[src/rtl/alu_seq_pkg.sv]
// alu_seq_pkg: ALU_Control encodings and sequencer state type, shared by the
// EX-stage ALU and the control unit.
package alu_seq_pkg;

  localparam logic [3:0] ALU_AND   = 4'b0000;
  localparam logic [3:0] ALU_OR    = 4'b0001;
  localparam logic [3:0] ALU_ADD   = 4'b0010;
  localparam logic [3:0] ALU_SUB   = 4'b0110;
  localparam logic [3:0] ALU_SLT   = 4'b0111;
  localparam logic [3:0] ALU_NOR   = 4'b1100;
  localparam logic [3:0] ALU_MULTU = 4'b1000;
  localparam logic [3:0] ALU_DIVU  = 4'b1001;
  localparam logic [3:0] ALU_MFHI  = 4'b1010;
  localparam logic [3:0] ALU_MFLO  = 4'b1011;

  typedef enum logic [1:0] {
    ST_IDLE = 2'd0,
    ST_MUL  = 2'd1,
    ST_DIV  = 2'd2
  } state_e;

  function automatic logic is_muldiv(input logic [3:0] op);
    return (op == ALU_MULTU) || (op == ALU_DIVU);
  endfunction

endpackage

[src/rtl/alu_muldiv_iter.sv]
// alu_muldiv_iter: one-bit-per-cycle unsigned shift-add multiplier / restoring
// divider. start_i loads operands; done_o flags the final iteration cycle.
module alu_muldiv_iter #(
  parameter int WIDTH = 32,
  parameter int CNT_W = $clog2(WIDTH)
) (
  input  logic             clk,
  input  logic             rst,
  input  logic             start_i,
  input  logic             div_i,
  input  logic [WIDTH-1:0] a_i,
  input  logic [WIDTH-1:0] b_i,
  output logic             done_o,
  output logic [WIDTH-1:0] hi_o,
  output logic [WIDTH-1:0] lo_o
);

  localparam logic [CNT_W-1:0] LAST = CNT_W'(WIDTH - 1);

  logic             run_q, run_d;
  logic             div_q, div_d;
  logic [CNT_W-1:0] cnt_q, cnt_d;
  logic [WIDTH-1:0] ph_q, ph_d;   // product high / partial remainder
  logic [WIDTH-1:0] pl_q, pl_d;   // multiplier bits / dividend-quotient shifter
  logic [WIDTH-1:0] opb_q, opb_d;

  logic [WIDTH:0]   mul_sum;
  logic [WIDTH:0]   div_shift;
  logic [WIDTH-1:0] div_diff;
  logic             div_ge;
  logic [WIDTH-1:0] step_hi, step_lo;

  // One iteration of either algorithm; on done these are the final HI/LO.
  // A zero divisor makes every trial succeed, which leaves the dividend in
  // the remainder and all ones in the quotient.
  // NOTE: every signal written here gets a default first so no path infers a latch.
  always_comb begin
    mul_sum   = {1'b0, ph_q} + (pl_q[0] ? {1'b0, opb_q} : '0);
    div_shift = {ph_q, pl_q[WIDTH-1]};
    div_diff  = div_shift[WIDTH-1:0] - opb_q;
    div_ge    = (div_shift >= {1'b0, opb_q});
    step_hi   = mul_sum[WIDTH:1];
    step_lo   = {mul_sum[0], pl_q[WIDTH-1:1]};
    if (div_q) begin
      step_hi = div_ge ? div_diff : div_shift[WIDTH-1:0];
      step_lo = {pl_q[WIDTH-2:0], div_ge};
    end
  end

  assign done_o = run_q && (cnt_q == LAST);
  assign hi_o   = step_hi;
  assign lo_o   = step_lo;

  always_comb begin
    run_d = run_q;
    div_d = div_q;
    cnt_d = cnt_q;
    ph_d  = ph_q;
    pl_d  = pl_q;
    opb_d = opb_q;
    if (start_i) begin
      run_d = 1'b1;
      div_d = div_i;
      cnt_d = '0;
      ph_d  = '0;
      pl_d  = a_i;
      opb_d = b_i;
    end else if (run_q) begin
      ph_d  = step_hi;
      pl_d  = step_lo;
      cnt_d = cnt_q + CNT_W'(1);
      if (done_o) begin
        run_d = 1'b0;
        cnt_d = '0;
      end
    end
  end

  // NOTE: sequential state uses non-blocking assignments so every register samples pre-edge values.
  always_ff @(posedge clk or posedge rst) begin
    if (rst) begin
      run_q <= 1'b0;
      div_q <= 1'b0;
      cnt_q <= '0;
      ph_q  <= '0;
      pl_q  <= '0;
      opb_q <= '0;
    end else begin
      run_q <= run_d;
      div_q <= div_d;
      cnt_q <= cnt_d;
      ph_q  <= ph_d;
      pl_q  <= pl_d;
      opb_q <= opb_d;
    end
  end

endmodule

[src/rtl/alu_seq.sv]
// alu_seq: handshaked EX-stage ALU with iterative MULTU/DIVU into HI/LO.
// Define ALU_SEQ_OVERFLOW_EN to add the registered `overflow` output.
module alu_seq
  import alu_seq_pkg::*;
#(
  parameter int WIDTH = 32,
  parameter int CNT_W = $clog2(WIDTH)
) (
  input  logic             clk,
  input  logic             rst,
  input  logic             in_valid,
  output logic             in_ready,
  input  logic [WIDTH-1:0] Read_data1,
  input  logic [WIDTH-1:0] Read_data2,
  input  logic [3:0]       ALU_Control,
  output logic             out_valid,
  input  logic             out_ready,
  output logic [WIDTH-1:0] ALUresult,
  output logic             zero,
  output logic [WIDTH-1:0] hi,
  output logic [WIDTH-1:0] lo,
  output logic             busy
`ifdef ALU_SEQ_OVERFLOW_EN
  ,
  output logic             overflow
`endif
);

  state_e           state_q, state_d;
  logic             out_valid_q, out_valid_d;
  logic [WIDTH-1:0] result_q, result_d;
  logic [WIDTH-1:0] hi_q, hi_d;
  logic [WIDTH-1:0] lo_q, lo_d;

  logic             accept, start, done;
  logic [WIDTH-1:0] eng_hi, eng_lo;
  logic [WIDTH-1:0] sum, diff, alu_res;

  assign accept = in_valid && in_ready;
  assign start  = accept && is_muldiv(ALU_Control);
  assign sum    = Read_data1 + Read_data2;
  assign diff   = Read_data1 - Read_data2;

  alu_muldiv_iter #(
    .WIDTH (WIDTH),
    .CNT_W (CNT_W)
  ) u_muldiv (
    .clk     (clk),
    .rst     (rst),
    .start_i (start),
    .div_i   (ALU_Control == ALU_DIVU),
    .a_i     (Read_data1),
    .b_i     (Read_data2),
    .done_o  (done),
    .hi_o    (eng_hi),
    .lo_o    (eng_lo)
  );

  always_comb begin
    alu_res = '0;
    case (ALU_Control)
      ALU_AND:  alu_res = Read_data1 & Read_data2;
      ALU_OR:   alu_res = Read_data1 | Read_data2;
      ALU_ADD:  alu_res = sum;
      ALU_SUB:  alu_res = diff;
      ALU_SLT:  alu_res = {{(WIDTH-1){1'b0}}, $signed(Read_data1) < $signed(Read_data2)};
      ALU_NOR:  alu_res = ~(Read_data1 | Read_data2);
      ALU_MFHI: alu_res = hi_q;
      ALU_MFLO: alu_res = lo_q;
      default:  alu_res = '0;
    endcase
  end

  // ---------------- FSM: state register / next state / outputs
  always_ff @(posedge clk or posedge rst) begin
    if (rst) state_q <= ST_IDLE;
    else     state_q <= state_d;
  end

  always_comb begin
    state_d = state_q;
    case (state_q)
      ST_IDLE: if (start) state_d = (ALU_Control == ALU_DIVU) ? ST_DIV : ST_MUL;
      ST_MUL,
      ST_DIV:  if (done) state_d = ST_IDLE;
      default: state_d = ST_IDLE;
    endcase
  end

  always_comb begin
    busy     = (state_q != ST_IDLE);
    in_ready = (state_q == ST_IDLE) && (!out_valid_q || out_ready);
  end

  // A drained result and a newly accepted single-cycle op may share one edge,
  // which gives back-to-back throughput.
  always_comb begin
    out_valid_d = out_valid_q;
    result_d    = result_q;
    hi_d        = hi_q;
    lo_d        = lo_q;
    if (out_valid_q && out_ready) out_valid_d = 1'b0;
    if (accept && !is_muldiv(ALU_Control)) begin
      result_d    = alu_res;
      out_valid_d = 1'b1;
    end
    if (done) begin
      hi_d        = eng_hi;
      lo_d        = eng_lo;
      result_d    = eng_lo;
      out_valid_d = 1'b1;
    end
  end

  always_ff @(posedge clk or posedge rst) begin
    if (rst) begin
      out_valid_q <= 1'b0;
      result_q    <= '0;
      hi_q        <= '0;
      lo_q        <= '0;
    end else begin
      out_valid_q <= out_valid_d;
      result_q    <= result_d;
      hi_q        <= hi_d;
      lo_q        <= lo_d;
    end
  end

  assign out_valid = out_valid_q;
  assign ALUresult = result_q;
  assign zero      = (result_q == '0);
  assign hi        = hi_q;
  assign lo        = lo_q;

`ifdef ALU_SEQ_OVERFLOW_EN
  logic ovf_q, ovf_d;

  always_comb begin
    ovf_d = ovf_q;
    if (accept && !is_muldiv(ALU_Control)) begin
      case (ALU_Control)
        ALU_ADD: ovf_d = (Read_data1[WIDTH-1] == Read_data2[WIDTH-1]) &&
                         (sum[WIDTH-1] != Read_data1[WIDTH-1]);
        ALU_SUB: ovf_d = (Read_data1[WIDTH-1] != Read_data2[WIDTH-1]) &&
                         (diff[WIDTH-1] != Read_data1[WIDTH-1]);
        default: ovf_d = 1'b0;
      endcase
    end
    if (done) ovf_d = (state_q == ST_MUL) && (eng_hi != '0);
  end

  always_ff @(posedge clk or posedge rst) begin
    if (rst) ovf_q <= 1'b0;
    else     ovf_q <= ovf_d;
  end

  assign overflow = ovf_q;
`endif

`ifndef SYNTHESIS
  a_hilo_stable : assert property (@(posedge clk) disable iff (rst)
    (busy && !done) |=> ($stable(hi_q) && $stable(lo_q)));
  a_out_hold : assert property (@(posedge clk) disable iff (rst)
    (out_valid_q && !out_ready) |=> (out_valid_q && $stable(result_q)));
`endif

endmodule

[config.mk]
export PLATFORM = sky130hd
export DESIGN_NAME = alu_seq
export DESIGN_NICKNAME = d
export VERILOG_FILES = /design/src/rtl/alu_seq_pkg.sv /design/src/rtl/alu_muldiv_iter.sv /design/src/rtl/alu_seq.sv
export SDC_FILE = /design/constraint.sdc
export NUM_CORES = 1
export LEC_CHECK = 0
export BUFFER_PORTS_ARGS = -buffer_cell sky130_fd_sc_hd__buf_2
export CORE_MARGIN = 2
export CORE_UTILIZATION = 60
export CTS_CLUSTER_SIZE = 12
export DETAILED_ROUTE_END_ITERATION = 10
export PLACE_DENSITY = 0.88
export SYNTH_ARGS = -nofsm -noshare
export SYNTH_HDL_FRONTEND = slang
export SYNTH_SLANG_ARGS = --single-unit
[constraint.sdc]
create_clock -name clk -period 9.8 [get_ports clk]
set_clock_uncertainty 0.15 [all_clocks]
set_input_delay 0.49 -clock clk [delete_from_list [all_inputs] [get_ports clk]]
set_output_delay 0.49 -clock clk [all_outputs]
set_load 0.01 [all_outputs]
* Word-level counts from Yosys, hierarchy flattened
Index checks and enable logic that the tools add are counted.
** Cells by class
- $add $sub $neg :: 5
- Magnitude comparators :: 2
- Equality and inequality tests :: 14
- Muxes and demuxes :: 24
- Bitwise gates (word level) :: 3
- Reduce and logical (&&, ||, !) cells :: 19
** Operators by type and width (count)
- $mux 32 :: 10
- $pmux 32 s8 :: 1
- $sub 32x32->32 :: 2
- $add 32x33->33 :: 1
- $ge 33x32->1 :: 1
- $add 32x32->32 :: 1
- $and 32x32->32 :: 1
- $logic_not 32->1 :: 1
- $lt 32x32->1 :: 1
- $not 32->32 :: 1
- $or 32x32->32 :: 1
- $eq 4x4->1 const B :: 5
- $mux 5 :: 3
- $eq 4x3->1 const B :: 2
- $logic_and 1x1->1 :: 6
- $mux 1 :: 6
- $mux 2 :: 3
- $reduce_bool 2->1 :: 3
- $add 5x1->5 const B :: 1
- $eq 5x5->1 const B :: 1
- $eq 4x1->1 const B :: 1
- $eq 4x2->1 const B :: 1
- $logic_not 4->1 :: 1
- $ne 2x2->1 const B :: 2
- 9 further kinds :: 11
** Storage, ports and cells
- Bits in registers :: 202
- Bits of input ports :: 72
- Output and inout port bits :: 100
- Logic and storage cells :: 78

* Longest topological paths before layout
Gate-level depths: netlist of run 1.
- Depth in word-level cells :: 7
- Gate-level depth with buffers :: 16
- Gate-level depth less buffers :: 14

* Modules after synthesis
Synthesis of run 1 repeated with hierarchy kept, for this count alone.
** Second synthesis, totals
- Cells, all modules :: 2282
- Area, all modules :: 19015.7 µm²
** Modules (own cells, without submodules)
- alu_seq :: times used 1, cells each 1138, area an instance 9569.2 µm², sequential area each 2477.4 µm²
- alu_muldiv_iter :: times used 1, cells each 1144, area an instance 9446.6 µm², sequential area each 2577.5 µm²

* Least setup slack after synthesis of run 1
Ideal clock, no wire load.
- Kind :: reg-to-reg
- Start :: register u_muldiv.pl_q[0]
- End :: register u_muldiv.ph_q[29]
- Setup time :: 0.141 ns
- Arrival :: 3.211 ns
- Required time :: 9.509 ns
- Setup slack :: 6.298 ns
- Stages on the path, launching flop included :: 15
- Buffers on the path :: 0
- Clock period less this slack :: 3.502 ns
- Cells stage by stage :: dfrtp_1 -> and2_1 -> ha_1 -> fa_1 -> a211oi_1 -> o211ai_1 -> a221oi_2 -> o221ai_2 -> a221oi_2 -> o21ai_0 -> a21oi_1 -> o21ai_0 -> xor2_1 -> nand2b_1 -> a31oi_1
** On the way
- Longest elaborated chain between the ends :: 5
** RTL lines
- from (decl) :: line alu_muldiv_iter.sv:24 : logic [WIDTH-1:0] pl_q, pl_d;
- from (signal assigned) :: line alu_muldiv_iter.sv:93 : pl_q <= pl_d;
- $mux 32 :: line alu_muldiv_iter.sv:38 : mul_sum = {1'b0, ph_q} + (pl_q[0] ? {1'b0, opb_q} : '0);
- $add 32x33->33 :: line alu_muldiv_iter.sv:38
- $mux 32 :: line alu_muldiv_iter.sv:44 : if (div_q) begin
- $mux 32 :: line alu_muldiv_iter.sv:68 : end else if (run_q) begin
- $mux 32 :: line alu_muldiv_iter.sv:61 : if (start_i) begin
- to (signal assigned) :: line alu_muldiv_iter.sv:92 : ph_q <= ph_d;
- to (decl) :: line alu_muldiv_iter.sv:23 : logic [WIDTH-1:0] ph_q, ph_d;
Every way passes these cells. The select of a mux whose other input is x is not followed.
A chain may end at the register's enable or synchronous reset.

* Worst setup path in the final report of run 1
Ends and elaborated chain as after synthesis.

==> results.md, run 1 <==
* Number of buffers inserted by hold repair at cts at 0
* Arrival time reported for the critical path endpoint at 4670 ps
* End of the worst register-to-register path: u_muldiv.ph_q[29]
* Number of vias per cell after detailed routing at 6.75
* Classification of the worst-slack hold path: in2async
* Total congestion overflow at 0
* Reported max-cap violation count at 0
* Share of the synthesized area in the top cell type at 29.1%
* Wire length of the first global-routing pass at 93500 um
* Most area-consuming cells after synthesis: dfrtp_1 29%, ha_1 13%, o21ai_0 5.9%
* Final total negative setup slack at 0 ps
* Total via count in the routed design at 17835
* Post-Route Hold Slack at -14.6 ps
* Number of buffers created by CTS at 24
* Antenna diodes at 0
* Post-synth net total at around 2400
* Pin count of the biggest net entering global routing at 139
* Die Area at 30300 um2
* Total GRT Usage at 38.6%
* Remaining max-slew budget at the tightest pin at 27.4%
* Leading register cell type out of synthesis: dfrtp_1
* Most numerous cell in the Yosys netlist: nand2_1
* Fraction of power consumed by sequential logic at between 20% and 30%
* Setup slack on the worst flop-to-flop path at 5380 ps
* Total leakage power at about 0.0092 uW
* Cell area after synthesis at 17400 um2
* Area growth, synth to finish at 9.76%
* Proportion of synthesized flip-flops having asynchronous set or reset at 100%
* Outcome: complete, but fails checks
* Max VDD drop at 0.207 mV
* Clock-pin slew on the worst setup and hold paths at ~60 ps
* Global-route track usage on met1 at 52.8%
* Count of flip-flops with a built-in enable after synthesis at 0
* Setup violation total in the final timing report at 0
* Post-Place Cell Area at between 15000 and 20000 um2
* Sequential cell area fraction in the yosys report at between 20 and 30%
* Count of pins on the block boundary at 172
* Depth of the worst register-to-register path at 15
* Setup WS post-layout at 5380 ps
* Gate count of the mapped netlist at around 2200
* Global-route met3 utilization at 7.55%
* Crit path kind: reg2reg
* Violations in the final reports: negative hold slack
* Data required, critical path at 10060 ps
* Tightest Pin Transition at 1090 ps
* Number of global-route vias before repair at approximately 17000
* Area of the core at 28600 um2
* Clk buf depth at 3
* Placed wire-length estimate at approximately 44000 um
* Detailed Route WL at 60200 um
* Share of total power in the clock network at a little over an eighth
* CTS tree: yes
* Starting DRC count in detailed routing at 2298
* Warning count from the yosys run at 0
* Remaining antenna violation count after routing at 0
* Total iterations of the first detailed-routing run at 8
* Kind of start point of the critical path: flop
* Distinct cell type count of the synthesized netlist at a little over 80
* Horizontal die dimension at 174 um
* Busiest layer in global routing: met2
* Largest area contributor in the netlist: dfrtp_1
* Average routed wire per standard cell at ~23 um
* Tcrit/Tclk final at 45.1%
* Source-to-sink clock delay at the later pin of the worst-skew pair at 550 ps
* Floorplan row count at 62
* Maximum fanout encountered on the critical timing path at 34
* Total power density per cell area at 361 nW/um2
* Design internal power at 3420 uW
* Nets at 2495
* FF+latch count, synth at 202
* Mean instance size in the synthesized netlist at 8.06 um2
* Detailed-route DRC error count at 0
* Total number of clock tree sinks at a little over 200
* # Post-CTS Setup Buffers at 0
* Starting density of the core at 60.7%
* Max-slew violation count at 0
* Startpoint of the most critical register-to-register path: u_muldiv.pl_q[0]
* Worst setup slack before clock tree synthesis at 5540 ps
* GR Util met2 at between 50% and 60%
* Combinational share of power at 63.2%
* Number of antenna violations at the first check in global routing at 3
* Top cells by instance count after synthesis: 249 x nand2_1, 206 x o21ai_0, 202 x dfrtp_1
* CP Capture Type: flop
* RSZ-0062 raised after global routing: false
* Hold Vio Cnt, Final at 24
* Fill count at 2437
* Resized Gates After CTS at 0
* H-tree depth at 1
* Minimum clock period at 4420 ps
* Sw power at 3470 uW
* Quantity of I/O buffers inserted on ports at 171
* Sw Share at between 50 and 60%
* Die boundary height at 174 um
* Placer congestion estimate at 1.02
* Root buffer selected by CTS: clkbuf_16
* Maximum frequency from static timing analysis at 226 MHz
* Post-route cell area at between 15000 and 20000 um2
* Share of layout cells above drive strength 1 at 11.6%
==> flip-flops by register name (all words and copies together) (netlist names), 2 cells and up <==
register	count
u_muldiv.pl_q	32
u_muldiv.cnt_q	5
hi	32
ALUresult	32
u_muldiv.opb_q	32
lo	32
u_muldiv.ph_q	32
state_q	2
==> routing by layer <==
layer | routed length, um | share of wire, %
met5 | 28 | 0.046
met4 | 2760 | 4.6
met3 | 7470 | 12
met2 | 26500 | 44
met1 | 23500 | 39
==> worst max-delay path, stage by stage (launching register included) <==
cell and delay, ps:
dfrtp_1 360, buf_4 250, and2_1 210, ha_1 220, fa_1 470, a211oi_1 300, o211ai_1 180, a221oi_2 510
o221ai_2 250, a221oi_2 350, o21ai_0 150, a21oi_1 320, o21ai_0 180, xor2_1 160, nand2b_1 110, a31oi_1 90
==> cell families after synthesis <==
family          count (synthesis)  synth area share [%]
compound gates                761                  28.6
xor+xnor                       80                  4.03
fa+ha+maj                     179                  13.1
buf+inv                       276                  6.75
flops                         202                  29.1
mux                            45                  2.61
simple gates                  613                  15.9
==> cell usage in the layout (no fill, tap or decap), types with 5 or more instances in the layout <==
cell | Yosys | routed
and3_1 | 11 | 11
a22oi_1 | 5 | 5
a21o_1 | 70 | 70
a221oi_1 | 15 | 15
nand3b_1 | 5 | 5
and2_1 | 37 | 37
nand4_1 | 15 | 15
clkbuf_16 | 0 | 25
ha_1 | 175 | 175
o21a_1 | 7 | 7
a222oi_1 | 31 | 31
o21bai_1 | 18 | 18
nand2_1 | 249 | 248
buf_2 | 11 | 171
nand2b_1 | 16 | 16
nor2_1 | 161 | 157
nand3_1 | 29 | 29
xnor2_1 | 48 | 48
a211oi_1 | 28 | 28
dfrtp_1 | 202 | 200
o31ai_1 | 15 | 15
buf_4 | 5 | 19
o2111ai_1 | 7 | 7
or3_1 | 5 | 5
a31oi_1 | 28 | 28
clkbuf_1 | 87 | 7
nor4_1 | 22 | 21
mux2i_1 | 42 | 42
inv_1 | 147 | 146
o211ai_1 | 76 | 76
o21ai_0 | 206 | 206
xor2_1 | 32 | 32
nor2b_1 | 14 | 14
o22ai_1 | 9 | 9
a21oi_1 | 183 | 183
nor3_1 | 32 | 31
==> layout make-up <==
cell class	count	area [um2]	share of cell area [%]
timing repair buffer	190	998	5.23
multi-input combinational	1678	11200	58.6
clock buffer	34	679	3.56
tap	384	480	2.52
inverter	148	563	2.95
clock inverter	8	106	0.558
sequential	202	5060	26.5
==> stage by stage <==
step | total power [uW] | std cells | utilization (%) | hold slack (ps)
floorplan | 4640 | 2156 | - | 316
global placement | 5680 | 2602 | 63.9 | 323
detailed placement | 5820 | 2602 | 63.9 | 340
CTS | 6760 | 2644 | 66.6 | 57.8
global route | 7360 | 2644 | 66.6 | 87.3
finish | 6890 | 2644 | 66.6 | -14.6
==> power groups by stage <==
stage | logic (uW) | registers (uW) | clock network, uW
after global placement | 4100 | 1580 | 0
after detailed placement | 4220 | 1590 | 0
final | 4360 | 1620 | 919
after floorplan | 3200 | 1450 | 0
after global routing | 4760 | 1640 | 954
after CTS | 4250 | 1590 | 923
==> worst max-delay path by stage <==
stage	from	end	slack (ps)	cells after the start
final	u_muldiv.pl_q[0]	u_muldiv.ph_q[29]	5380	15
after global routing	u_muldiv.pl_q[0]	u_muldiv.ph_q[29]	5150	15
after CTS	u_muldiv.pl_q[0]	u_muldiv.ph_q[29]	5520	15
after detailed placement	u_muldiv.pl_q[0]	u_muldiv.ph_q[29]	5540	15
after global placement	u_muldiv.pl_q[0]	u_muldiv.ph_q[29]	5710	15
after floorplan	rst	ALUresult[0]	3650	1
Note: power is estimated with default switching activity, not from simulation.
==> run 2: changes to the inputs <==
==> constraint.sdc (replaced) <==
create_clock -name clk -period 4.2 [get_ports clk]
set_clock_uncertainty 0.15 [all_clocks]
set_input_delay 0.21 -clock clk [delete_from_list [all_inputs] [get_ports clk]]
set_output_delay 0.21 -clock clk [all_outputs]
set_load 0.01 [all_outputs]
==> run 2 against run 1 <==
The flow finishes with violations (design-rule violations). First-iteration DRC count grew 11%. Core utilization grew 3.4 points. Sequential share of layout area down 1.3 points. Sequential cell count is the same. Non-clock buffer count up 86. Final cell count rose by 3.3%. Clock-buffer cell count decreased by 5. Highest routed layer is now met4.
==> results.md, run 2 (same netlist as run 1, synthesis figures left out) <==
* Final Util at 70.0% (+3.4 points)
* Die Area at 30300 um2 (unchanged)
* Number of vias per cell after detailed routing at 6.70 (-0.72%)
* Number of antenna violations at the first check in global routing at 2 (-1)
* # Post-CTS Setup Buffers at 0 (unchanged)
* Average routed wire per standard cell at 23.1 um (+1.5%)
* Source-to-sink clock delay at the later pin of the worst-skew pair at 550 ps (about the same)
* CP Capture Type: flop
* Placer congestion estimate at 0.998 (-2.5%)
* Total power density per cell area at 824 nW/um2 (+130%)
* Fill count at 2245 (-7.9%)
* H-tree depth at 1 (unchanged)
* Root buffer selected by CTS: clkbuf_16
* Tightest Pin Transition at 992 ps (-97.2 ps)
* Area of the core at 28600 um2 (unchanged)
* Total iterations of the first detailed-routing run at 11 (+3)
* Detailed Route WL at 63100 um (+4.8%)
* Kind of start point of the critical path: flop
* Total congestion overflow at 0 (unchanged)
* Outcome: complete, but fails checks
* Crit path kind: reg2reg
* Minimum clock period at 4090 ps (-327 ps)
* Max VDD drop at 0.530 mV (+160%)
* Post-Place Cell Area at 18500 um2 (+1.2%)
* Count of pins on the block boundary at 172 (unchanged)
* Total leakage power at 0.00961 uW (+4.8%)
* Remaining max-slew budget at the tightest pin at 33.8% (+6.5 points)
* Wire length of the first global-routing pass at 97400 um (+4.1%)
* Floorplan row count at 62 (unchanged)
* Area growth, synth to finish at 15.3%
* CTS tree: yes
* Die boundary height at 174 um (unchanged)
* Max-slew violation count at 0 (unchanged)
* Placed wire-length estimate at 45200 um (+3.3%)
* Number of global-route vias before repair at 17488 (+2.4%)
* Final total negative setup slack at 0 ps (unchanged)
* Maximum frequency from static timing analysis at 245 MHz (+8.0%)
* Violations in the final reports: design-rule violations
* Total number of clock tree sinks at 202 (unchanged)
* Maximum fanout encountered on the critical timing path at 4 (-88%)
* Most frequent standard cell in the layout excluding fill and tap cells: nand2_1
* Quantity of I/O buffers inserted on ports at 171 (unchanged)
* Post-route cell area at 20000 um2 (+5.1%)
* Remaining antenna violation count after routing at 0 (unchanged)
* Resized Gates After CTS at 0 (unchanged)
* Pin count of the biggest net entering global routing at 108 (-22%)
* Total GRT Usage at 40.6% (+2.0 points)
* Share of layout cells above drive strength 1 at 12.1% (+0.53 points)
* Horizontal die dimension at 174 um (unchanged)
* Clock-pin slew on the worst setup and hold paths at 70 ps (about the same)
* Clk buf depth at 3 (unchanged)
* RSZ-0062 raised after global routing: false
* Number of buffers created by CTS at 24 (unchanged)
* Detailed-route DRC error count at 2 (+2)
* Classification of the worst-slack hold path: in2reg
* Data required, critical path at 4510 ps (-5550 ps)
* Arrival time reported for the critical path endpoint at 4400 ps (-270 ps)
* Number of buffers inserted by hold repair at cts at 67 (+67)
* Starting DRC count in detailed routing at 2548 (+11%)
* Reported max-cap violation count at 0 (unchanged)
* Most frequent cells in the layout: 248 x nand2_1, 206 x o21ai_0, 200 x dfrtp_1
* Total via count in the routed design at 18289 (+2.5%)
* Overall power at 16500 uW (+140%)
* Starting density of the core at 60.7% (unchanged)
* Tcrit/Tclk final at 97.3% (+52 points)
* Setup violation total in the final timing report at 0 (unchanged)
* Nets at 2581 (+3.4%)
* Hold Vio Cnt, Final at 0 (-100%)
run 2: cell types whose count changed in the layout (fill, tap and decap cells not counted), sizes merged:
cell / before / now
buf: 190 / 209
bufinv: 2 / 5
clkbuf: 34 / 29
diode: 0 / 4
dlygate4sd3: 0 / 67
inv: 148 / 147
run 2: cell type report:
class	instances	area (um2)	share of cell area, %
Antenna cell	4	10.0	0.0500
Tap cell	384	480	2.40
Inverter	148	559	2.79
Clock inverter	10	185	0.924
Timing Repair Buffer	276	1890	9.42
Sequential cell	202	5060	25.3
Multi-Input combinational cell	1678	11200	55.8
Clock buffer	29	671	3.35
run 2: path summary, 6_finish.rpt:
check                      slack (ps)                 end  cells past startpoint         startpoint
setup / recovery                  110              hi[29]                     14  u_muldiv.opb_q[0]
min in group asynchronous         240    u_muldiv.ph_q[4]                      4                rst
max in group asynchronous        3140  u_muldiv.opb_q[27]                      4                rst
hold reg to reg                   350               lo[5]                      1              lo[5]
setup reg to reg                  110              hi[29]                     14  u_muldiv.opb_q[0]
hold / removal                     50       ALUresult[31]                      5     ALU_Control[2]
run 2: layer usage:
layer  vias up  global-route usage (%)  wire, um
met5         -                       0         0
met4         0                    18.3      2950
met3       258                    6.50      6950
met2      1257                    63.9     28000
met1      8664                    55.2     25200
li1       8110                       -         -
run 2: power breakdown:
part	switching, uW	total (uW)	internal (uW)
combinational	6270	10400	4150
sequential	1010	3780	2770
clock	892	2320	1430
total	8170	16500	8350
run 2: worst max-delay path, cell delays in order (launching register included):
cell and delay, ps:
dfrtp_1 390, and2_1 150, ha_1 230, fa_1 480, a211oi_1 330, o211ai_1 230
a221oi_2 450, o221ai_2 240, a221oi_2 350, o21ai_0 140, a21oi_1 280, o21ai_0 160
xor2_1 140, nand2b_1 90, a31oi_1 200
run 2: stage by stage:
step                setup WS [ps]  instances  hold WS [ps]
floorplan                     698       2156           177
global placement              327       2621           277
finish                        111       2731          51.6
CTS                           200       2727          33.8
detailed placement            246       2621           282
global route                0.353       2727          68.2
